==> config.mk <==
export PLATFORM = sky130hd
export DESIGN_NAME = input_debounce
export DESIGN_NICKNAME = d
export VERILOG_FILES = /design/src/rtl/input_debounce.sv
export SDC_FILE = /design/constraint.sdc
export NUM_CORES = 1
export LEC_CHECK = 0
export ABC_AREA = 1
export CORE_MARGIN = 8
export CORE_UTILIZATION = 40
export DETAILED_ROUTE_END_ITERATION = 8
export GPL_TIMING_DRIVEN = 0
export PLACE_DENSITY = 0.64
export SETUP_SLACK_MARGIN = 0.5
export SLEW_MARGIN = 20
export SYNTH_ARGS = -nofsm -noshare
export SYNTH_HDL_FRONTEND = slang
export SYNTH_SLANG_ARGS = --single-unit
==> constraint.sdc <==
create_clock -name clk -period 1.5 [get_ports clk]
set_input_delay 0.3 -clock clk [delete_from_list [all_inputs] [get_ports clk]]
set_output_delay 0.3 -clock clk [all_outputs]
set_load 0.01 [all_outputs]
==> src/rtl/input_debounce.sv <==
// Six-channel pad input conditioner: two-flop synchronizer followed by a per-channel counter debouncer.
// Optional rising-edge pulse outputs are built when DEBOUNCE_EDGE_EN is defined.
module input_debounce #(
   parameter int WIDTH           = 6,
   parameter int DEBOUNCE_CYCLES = 8,
   parameter int CNT_W           = 4
) (
   input  logic             clk,
   input  logic             reset,
   input  logic [WIDTH-1:0] din,
   output logic [WIDTH-1:0] dout,
   output logic [WIDTH-1:0] rise,
   output logic             stable
);

   localparam logic [CNT_W-1:0] TERM = CNT_W'(DEBOUNCE_CYCLES - 1);

   logic [WIDTH-1:0] sync0;
   logic [WIDTH-1:0] sync1;
   logic [WIDTH-1:0] mismatch;
   logic [WIDTH-1:0] flip;
   logic [CNT_W-1:0] cnt [WIDTH];

   always_ff @(posedge clk or posedge reset) begin
      if (reset) begin
         sync0 <= '0;
         sync1 <= '0;
      end else begin
         sync0 <= din;
         sync1 <= sync0;
      end
   end

   assign mismatch = sync1 ^ dout;
   assign stable   = ~|mismatch;

   always_comb begin
      flip = '0;
      for (int i = 0; i < WIDTH; i++) begin
         flip[i] = mismatch[i] && (cnt[i] == TERM);
      end
   end

   // Counter only advances while the channel disagrees, so it saturates at TERM and never wraps.
   always_ff @(posedge clk or posedge reset) begin
      if (reset) begin
         dout <= '0;
         for (int i = 0; i < WIDTH; i++) begin
            cnt[i] <= '0;
         end
      end else begin
         for (int i = 0; i < WIDTH; i++) begin
            if (!mismatch[i]) begin
               cnt[i] <= '0;
            end else if (flip[i]) begin
               cnt[i]  <= '0;
               dout[i] <= sync1[i];
            end else begin
               cnt[i] <= cnt[i] + 1'b1;
            end
         end
      end
   end

`ifdef DEBOUNCE_EDGE_EN
   logic [WIDTH-1:0] rise_q;

   // Pulse coincides with the edge on which dout goes 0->1.
   always_ff @(posedge clk or posedge reset) begin
      if (reset) begin
         rise_q <= '0;
      end else begin
         rise_q <= flip & sync1;
      end
   end

   assign rise = rise_q;
`else
   assign rise = '0;
`endif

endmodule

==> flow_summary.json, run 1 <==
{
  "hold_viol": 0,
  "end_kind": "output port",
  "place.gp.congestion": 0.812,
  "maxCapViolations": 0,
  "final_layout_size_suffix_gt1_share_pct": 36.5,
  "critPathSlowestCell": "dfrtp_1",
  "drtAntennaViolNets": 0,
  "r2r_cells": 4,
  "antenna_cells": 0,
  "cp_slowest_stage_delay_ps": 420,
  "r2r-end": "dout[1]",
  "ys_seq_area_share_pct": 61.7,
  "cts_hold_buf": 0,
  "htreeDepth": 2,
  "port_buffers": 14,
  "hold_path_depth": 0,
  "antenna_found_initial": 0,
  "path_cells": "xnor2_2, nand2_1, nor2_2, buf_2",
  "die_y_microns": 81.3,
  "startpoint_type": "register",
  "coreArea_sq_um": 4060,
  "ir_drop_v": 0.000825,
  "hold_end": "sync1[2]",
  "via_per_inst": 4.56,
  "grt_max_degree": 22,
  "cts_root_buffer": "clkbuf_8",
  "syn_area_per_cell_sq_um": 10.8,
  "wire_per_inst_microns": 12.0,
  "finalCritPeriodShare_pct": 107,
  "worst_slack_ps": -110,
  "rsz0062_at_grt": "yes",
  "hold_slack_ps": 349,
  "status": "complete, but fails checks",
  "final_core_util_pct": 54.8,
  "cts_sinks": 42,
  "nNetsFinal": 213,
  "drt_iter0_drc": 29,
  "ys_seq_elements": 42,
  "worst-setup-path-type": "register to output port",
  "grt_pass1_wl_microns": 5060,
  "cts_tree": "done",
  "cp_max_fo": 4,
  "pre_cts_slack_ps": -233,
  "netlist_area_sq_um": 1700,
  "netlist_instances": 158,
  "cts_buffer_depth": 2,
  "start_util_pct": 42.0,
  "cp-startpoint": "sync1[5]",
  "worst_ep_arrival_time_ps": 1310,
  "fin_cells": 250,
  "yosys.cell_types.count": 19,
  "vias": 1140,
  "track_usage_pct": 10.0,
  "drt_pre_antenna_iters": 4,
  "register_area_sq_um": 1050,
  "clock.fmax_ghz": 0.621,
  "final_max_slew_viol_count": 0,
  "numCtsBuffers": 5,
  "r2r-start": "cnt[16]",
  "clk_pin_slew_worst_paths_ps": 70,
  "setup_violations": 1,
  "worstHoldPathType": "register to register",
  "finalCriticalPeriod_ps": 1610,
  "fillerInstances": 356,
  "multi_input_area_sq_um": 641,
  "num_io_pins": 21,
  "cp.required_ps": 1200,
  "syn2layout_area_growth_pct": 30.5,
  "grt_remaining_overflow": 0,
  "final_common_cell": "dfrtp_1",
  "p_per_area_nw_per_um2": 1560,
  "row_count": 23,
  "clk_latency_ps": 290,
  "violations": "negative setup slack",
  "dpl_cell_area_sq_um": 1930,
  "path_buf_inv": 1,
  "mostFrequentLayoutCells": "41 x dfrtp_1, 16 x nand2_2, 15 x buf_4, 13 x nor2_1, 13 x nand2_1",
  "wl_microns": 2990,
  "hpwl_microns": 1900,
  "dp.cells": 227,
  "critPathTopFamily": "flip-flops",
  "dieArea_sq_um": 6600,
  "fin_skew_ps": 6.21,
  "finalInstanceArea_sq_um": 2220,
  "yosys_warnings": 0,
  "grt_pass1_vias": 1170,
  "chipWidth_microns": 81.3,
  "min_from": "sync0[2]",
  "post-route-drc-count": 0,
  "p_leak_nw": 1.06,
  "worst-r2r-setup-slack_ps": 490
}
## timing repair
item / in CTS / in global routing
setup endpoints to repair: 63 / 29
gates cloned: 1 / 0
resized for setup: 46 / 27
pin swaps: 9 / 23
setup buffers: 10 / 4
## kinds of logic after synthesis
kind of cell             Yosys count  share of synthesized area (%)
flip-flops                        42                           61.7
buffers and inverters             22                           6.17
XOR/XNOR                          13                           7.12
other                              1                          0.220
AO/OA/AOI/OAI                     14                           4.70
adder cells (fa/ha/maj)            6                           4.41
AND/OR/NAND/NOR                   60                           15.7
## sequential cells by signal (all words and copies together) (netlist names)
register,flops
dout,6
cnt,24
sync0,6
sync1,6
## synth_stat cells
cell type	instances	share of area (%)
a21boi_0	4	1.8
buf_4	6	2.6
xnor2_2	1	0.95
nor2_1	17	3.7
dfrtp_1	42	62
o21ai_0	5	1.5
inv_1	13	2.9
nand3_1	7	2.1
o21ai_1	1	0.29
a21oi_1	4	1.2
conb_1	1	0.22
ha_1	6	4.4
nor2_2	2	0.73
xor2_1	7	3.6
nand2_2	4	1.5
nand3b_1	5	2.2
inv_2	3	0.66
nand2_1	25	5.5
xnor2_1	5	2.6
## layer usage
metal | track usage, % | wire, microns | vias up
li1 | - | - | 558
met1 | 10.1 | 1210 | 550
met2 | 17.2 | 1550 | 24
met3 | 4.08 | 160 | 8
met4 | 5.54 | 80 | 0
met5 | 0 | 0 | -
## worst max path at each step
| stage | slack, ps | cells after the start | to |
|---|---|---|---|
| after floorplan | 330 | 4 | stable |
| after global placement | -220 | 7 | stable |
| after detailed placement | -230 | 7 | stable |
| after CTS | -120 | 6 | stable |
| after global routing | -220 | 7 | stable |
| final | -110 | 4 | stable |
## area by class of cell
cell class	count	area share [%]
flip-flops and latches	42	47.3
multi-input cells	99	28.8
repair buffers	28	11.7
clock buffers	7	3.88
inverters	16	2.87
well taps	50	2.81
plain buffers	6	2.03
repair inverters	1	0.338
clock inverters	1	0.225
## through the flow
stage	power (W)	TNS (ps)
after floorplan	0.00211	0
after global placement	0.00235	-222
after detailed placement	0.00240	-233
after CTS	0.00333	-119
after global routing	0.00373	-216
final	0.00346	-110
## power breakdown
part           internal, W  leakage [nW]  total (W)  switching [W]
Sequential         0.00139         0.541    0.00160       0.000210
Clock             0.000371        0.0482   0.000722       0.000351
Combinational     0.000625         0.476    0.00114       0.000518
(Power assumes the default switching activity.)
==> run 2: changes to the inputs <==
Clock period 1.5 ns to 2.05 ns, I/O delays scaled along.
==> run 2 against run 1 <==
Net effect: the run now ends clean; setup slack better by 430 ps; wire length down 8.7%; clock skew is 0.68 ps lower; clock power decreased by 10%; critical path type unchanged.
==> flow_summary.json, run 2 (synthesis gave the netlist of run 1 again) <==
{
  "status": "completed",
  "final_max_slew_viol_count": 0,
  "grt_pass1_wl_microns": 4670,
  "syn2layout_area_growth_pct": 22.3,
  "antenna_found_initial": 0,
  "maxCapViolations": 0,
  "largest_reg_flops": 24,
  "setup_violations": 0,
  "p_leak_nw": 1.05,
  "fillerInstances": 356,
  "numCtsBuffers": 5,
  "worstHoldPathType": "register to register",
  "largest-register": "cnt",
  "start_util_pct": 42.0,
  "fin_skew_ps": 5.53,
  "cp.required_ps": 1640,
  "final_core_util_pct": 51.4,
  "drt_pre_antenna_iters": 4,
  "drtAntennaViolNets": 0,
  "startpoint_type": "register",
  "critPathTopFamily": "flip-flops",
  "power_frac_clock_pct": 27.1,
  "coreArea_sq_um": 4060,
  "hpwl_microns": 2030,
  "worst-setup-path-type": "register to output port",
  "p_comb_share_pct": 24.0,
  "rsz0062_at_grt": "yes",
  "cts_hold_buf": 0,
  "cts_tree": "done",
  "grt_pass1_vias": 1095,
  "mostFrequentLayoutCells": "42 x dfrtp_1, 20 x nand2_1, 16 x nor2_1, 12 x inv_1, 9 x nand2_2",
  "htreeDepth": 2,
  "num_io_pins": 21,
  "via_per_inst": 4.53,
  "row_count": 23,
  "antenna_cells": 0,
  "drt_iter0_drc": 52,
  "p_seq_share_pct": 48.8,
  "nNetsFinal": 201,
  "finalPower_w": 0.00238,
  "track_usage_pct": 9.15,
  "post-route-drc-count": 0,
  "hold_slack_ps": 352,
  "hold_viol": 0,
  "finalInstanceArea_sq_um": 2080,
  "wl_microns": 2730,
  "cts_sinks": 42,
  "switching_share_pct": 30.8,
  "clock.fmax_ghz": 0.579,
  "clk_latency_ps": 300,
  "cp_slowest_stage_delay_ps": 420,
  "port_buffers": 14,
  "cts_root_buffer": "clkbuf_8",
  "ir_drop_v": 0.000669,
  "grt_max_degree": 23,
  "cts_buffer_depth": 2,
  "die_y_microns": 81.3,
  "path_cells": "xnor2_2, nand2_1, nor2_2, buf_2",
  "cp_max_fo": 4,
  "power.switching_w": 0.000733,
  "critPathSlowestCell": "dfrtp_1",
  "dpl_cell_area_sq_um": 1950,
  "worst_ep_arrival_time_ps": 1320,
  "chipWidth_microns": 81.3,
  "wire_per_inst_microns": 11.5,
  "finalCriticalPeriod_ps": 1730,
  "p_int_w": 0.00165,
  "final_layout_size_suffix_gt1_share_pct": 18.6,
  "vias": 1078,
  "place.gp.congestion": 0.725,
  "dieArea_sq_um": 6600,
  "final_common_cell": "dfrtp_1",
  "grt_remaining_overflow": 0,
  "p_per_area_nw_per_um2": 1140,
  "finalCritPeriodShare_pct": 84.2,
  "path_buf_inv": 1,
  "end_kind": "output port",
  "clk_pin_slew_worst_paths_ps": 80
}
## run 2: worst register-to-register path: stages, from the launching register on
cell and delay, ps:
dfrtp_1 410, ha_1 230, nand2_1 60, inv_1 60
nand2_1 70, nand2_1 80, nor2_1 110
## run 2: area by class of cell
type / instances / area, sq um / share of cell area (%)
buffer: 6 / 45.0 / 2.16
clock buffer: 5 / 68.8 / 3.30
clock inverter: 3 / 45.0 / 2.16
inverter: 16 / 60.1 / 2.88
multi-input combinational: 99 / 582 / 27.9
sequential: 42 / 1050 / 50.4
tap: 50 / 62.6 / 3.00
timing repair buffer: 17 / 170 / 8.16
## run 2: routing by layer
layer / GRT usage [%] / up-vias / routed length, microns
met2: 14.7 / 21 / 1320
li1: - / 540 / -
met1: 10.1 / 513 / 1200
met4: 4.82 / 0 / 32
met3: 3.75 / 4 / 174
met5: 0 / - / 0
## run 2: stage by stage
step	instances	setup WS (ps)	setup TNS (ps)
floorplan	163	666	0
global placement	227	-108	-4470
detailed placement	228	217	0
CTS	236	300	0
global route	238	245	0
finish	238	323	0
## run 2: path summary, 6_finish.rpt
kind	from	to	slack [ps]	cells past startpoint
min in group asynchronous	reset	dout[4]	470	2
worst max register to register	cnt[4]	cnt[7]	970	6
max in group asynchronous	reset	sync0[1]	1120	3
worst min register to register	sync0[2]	sync1[2]	350	0
worst min-delay path	sync0[2]	sync1[2]	350	0
worst max-delay path	sync1[5]	stable	320	4
## run 2: power by group through the flow
| stage | Sequential (W) | Combinational (W) | Clock (W) |
|---|---|---|---|
| floorplan | 0.00117 | 0.000372 | 0 |
| global placement | 0.00116 | 0.000545 | 0 |
| detailed placement | 0.00118 | 0.000582 | 0 |
| CTS | 0.00117 | 0.000560 | 0.000666 |
| global route | 0.00119 | 0.000659 | 0.000692 |
| finish | 0.00116 | 0.000573 | 0.000647 |
## run 2: what timing repair did
item	CTS	global route
endpoints found under the setup margin	7	1
resized for setup	12	4
hold endpoints to repair	0	0
pin swaps	2	1
setup buffers	0	2
==> run 3: changes to the inputs <==
Settings changed: PLACE_DENSITY 0.64 to 0.66.
Clock period 2.05 ns to 1.41 ns, I/O delays scaled along.
==> run 3 against run 2 <==
Net effect: the flow now finishes with violations (negative setup slack); combinational power increased to 2.6 times the previous value; global-route usage increased by 1.0 points; die area unchanged; sequential power increased by 53%; non-clock buffer count increased by 18; count of clock-buffer cells in the layout unchanged; register-to-register slack got worse by 600 ps; via count increased by 9.0%; critical path type unchanged.
==> flow_summary.json, run 3 (synthesis gave the netlist of run 1 again) <==
{
  "critPathSlowestCell": "dfrtp_1",
  "p_seq_share_pct": 42.3,
  "final_common_cell": "dfrtp_1",
  "startpoint_type": "register",
  "via_per_inst": 4.57,
  "hold_viol": 0,
  "drt_iter0_drc": 37,
  "fin_skew_ps": 5.94,
  "antenna_found_initial": 0,
  "status": "complete, but fails checks",
  "worst_slack_ps": -147,
  "row_count": 23,
  "largest_reg_flops": 24,
  "cts_sinks": 42,
  "cp_common_cell": "nand2_2",
  "clock.fmax_ghz": 0.642,
  "grt_max_degree": 22,
  "cp.required_ps": 1130,
  "drtAntennaViolNets": 0,
  "cp_max_fo": 4,
  "largest-register": "cnt",
  "htreeDepth": 2,
  "cts_root_buffer": "clkbuf_8",
  "met1_usage_pct": 11.7,
  "dp.cells": 227,
  "mostFrequentLayoutCells": "42 x dfrtp_1, 18 x buf_4, 16 x nand2_2, 14 x buf_6, 12 x nor2_1",
  "grt_pass1_vias": 1192,
  "hpwl_microns": 1920,
  "dieArea_sq_um": 6600,
  "p_per_area_nw_per_um2": 1720,
  "rsz0062_at_grt": "yes",
  "grt_pass1_wl_microns": 5260,
  "place.gp.congestion": 0.763,
  "clk_latency_ps": 290,
  "path_cells": "inv_1, nand2_2, nand2_2, nor2_2, nand2_2, nor2_2, buf_2",
  "end_kind": "output port",
  "fin_cells": 257,
  "final_layout_size_suffix_gt1_share_pct": 45.9,
  "grt_remaining_overflow": 0,
  "switching_share_pct": 31.4,
  "critPathTopFamily": "simple AND/OR/NAND/NOR gates",
  "chipWidth_microns": 81.3,
  "post-route-drc-count": 0,
  "worst_ep_arrival_time_ps": 1270,
  "path_buf_inv": 2,
  "antenna_cells": 0,
  "final_max_slew_viol_count": 0,
  "setup_violations": 1,
  "power.switching_w": 0.00131,
  "pre_cts_slack_ps": -325,
  "cts_tree": "done",
  "track_usage_pct": 10.1,
  "drt_pre_antenna_iters": 4,
  "dpl_cell_area_sq_um": 1940,
  "finalInstanceArea_sq_um": 2430,
  "syn2layout_area_growth_pct": 42.5,
  "use_met3_pct": 3.42,
  "worstHoldPathType": "register to register",
  "maxCapViolations": 0,
  "cp_slowest_stage_delay_ps": 400,
  "fillerInstances": 318,
  "num_io_pins": 21,
  "cts_buffer_depth": 2,
  "p_leak_nw": 1.13,
  "wl_microns": 3230,
  "grt.busiest_layer": "met2",
  "numCtsBuffers": 5,
  "finalCriticalPeriod_ps": 1560,
  "nNetsFinal": 220,
  "p_comb_share_pct": 35.9,
  "violations": "negative setup slack",
  "vias": 1175,
  "ir_drop_v": 0.00117,
  "start_util_pct": 42.0,
  "power_frac_clock_pct": 21.8,
  "grtUsageMet2_pct": 16.9,
  "p_int_w": 0.00287,
  "finalCritPeriodShare_pct": 110,
  "coreArea_sq_um": 4060,
  "clk_pin_slew_worst_paths_ps": 70,
  "die_y_microns": 81.3,
  "port_buffers": 14,
  "wire_per_inst_microns": 12.6,
  "worst-setup-path-type": "register to output port"
}
-- run 3: changes by cell type in the layout (fill, tap and decap cells not counted), moves of 5 or more --
cell / delta
nand2_2: +7
ha_1: -6
dlygate4sd2_1: -6
xnor2_1: -5
ha_4: +5
inv_1: -5
xnor2_2: +5
nand2_1: -9
buf_4: +10
buf_6: +14
o21ai_0: -5
-- run 3: worst paths after layout --
kind	cells after the start	from	slack (ps)	endpoint
min	0	sync0[5]	350	sync1[5]
max reg2reg	6	cnt[5]	370	cnt[7]
min in group asynchronous	2	reset	470	sync1[0]
max in group asynchronous	2	reset	660	sync1[3]
min reg2reg	0	sync0[5]	350	sync1[5]
max	7	dout[3]	-150	stable
-- run 3: metal layers --
metal  vias up  part of all wire [%]  wire (microns)
met2        16                    53            1710
met5         -                     0               0
met3         5                   4.1             134
met1       581                    42            1350
met4         0                   1.0              33
li1        573                     -               -
-- run 3: final cells by class --
class	count	area, sq um	share of cell area, %
Clock inverter	3	40.0	1.65
Tap cell	50	62.6	2.58
Timing Repair inverter	1	7.51	0.309
Inverter	16	63.8	2.63
Sequential cell	42	1050	43.3
Timing Repair Buffer	35	328	13.5
Buffer	6	45.0	1.85
Clock buffer	5	68.8	2.83
Multi-Input combinational cell	99	762	31.4
-- run 3: timing repair --
action | in CTS | in global routing
cloned | 1 | 0
setup buffers | 12 | 9
gates resized for setup | 54 | 42
hold buffers | 0 | 0
setup endpoints to repair | 76 | 37
pin swaps | 27 | 23
-- run 3: power by group through the flow --
stage / logic (W) / clock network [W] / registers, W
final: 0.00150 / 0.000911 / 0.00177
after detailed placement: 0.000849 / 0 / 0.00172
after floorplan: 0.000550 / 0 / 0.00171
after global placement: 0.000810 / 0 / 0.00170
after global routing: 0.00168 / 0.000992 / 0.00180
after CTS: 0.00112 / 0.000938 / 0.00171
-- run 3: stage by stage --
| step | total power (W) | hold slack (ps) | utilization (%) | TNS, ps |
|---|---|---|---|---|
| finish | 0.00418 | 350 | 59.9 | -147 |
| CTS | 0.00377 | 353 | 54.2 | -186 |
| floorplan | 0.00226 | 274 | - | 0 |
| detailed placement | 0.00257 | 336 | 47.9 | -325 |
| global route | 0.00447 | 357 | 59.9 | -236 |
| global placement | 0.00251 | 332 | 47.9 | -291 |
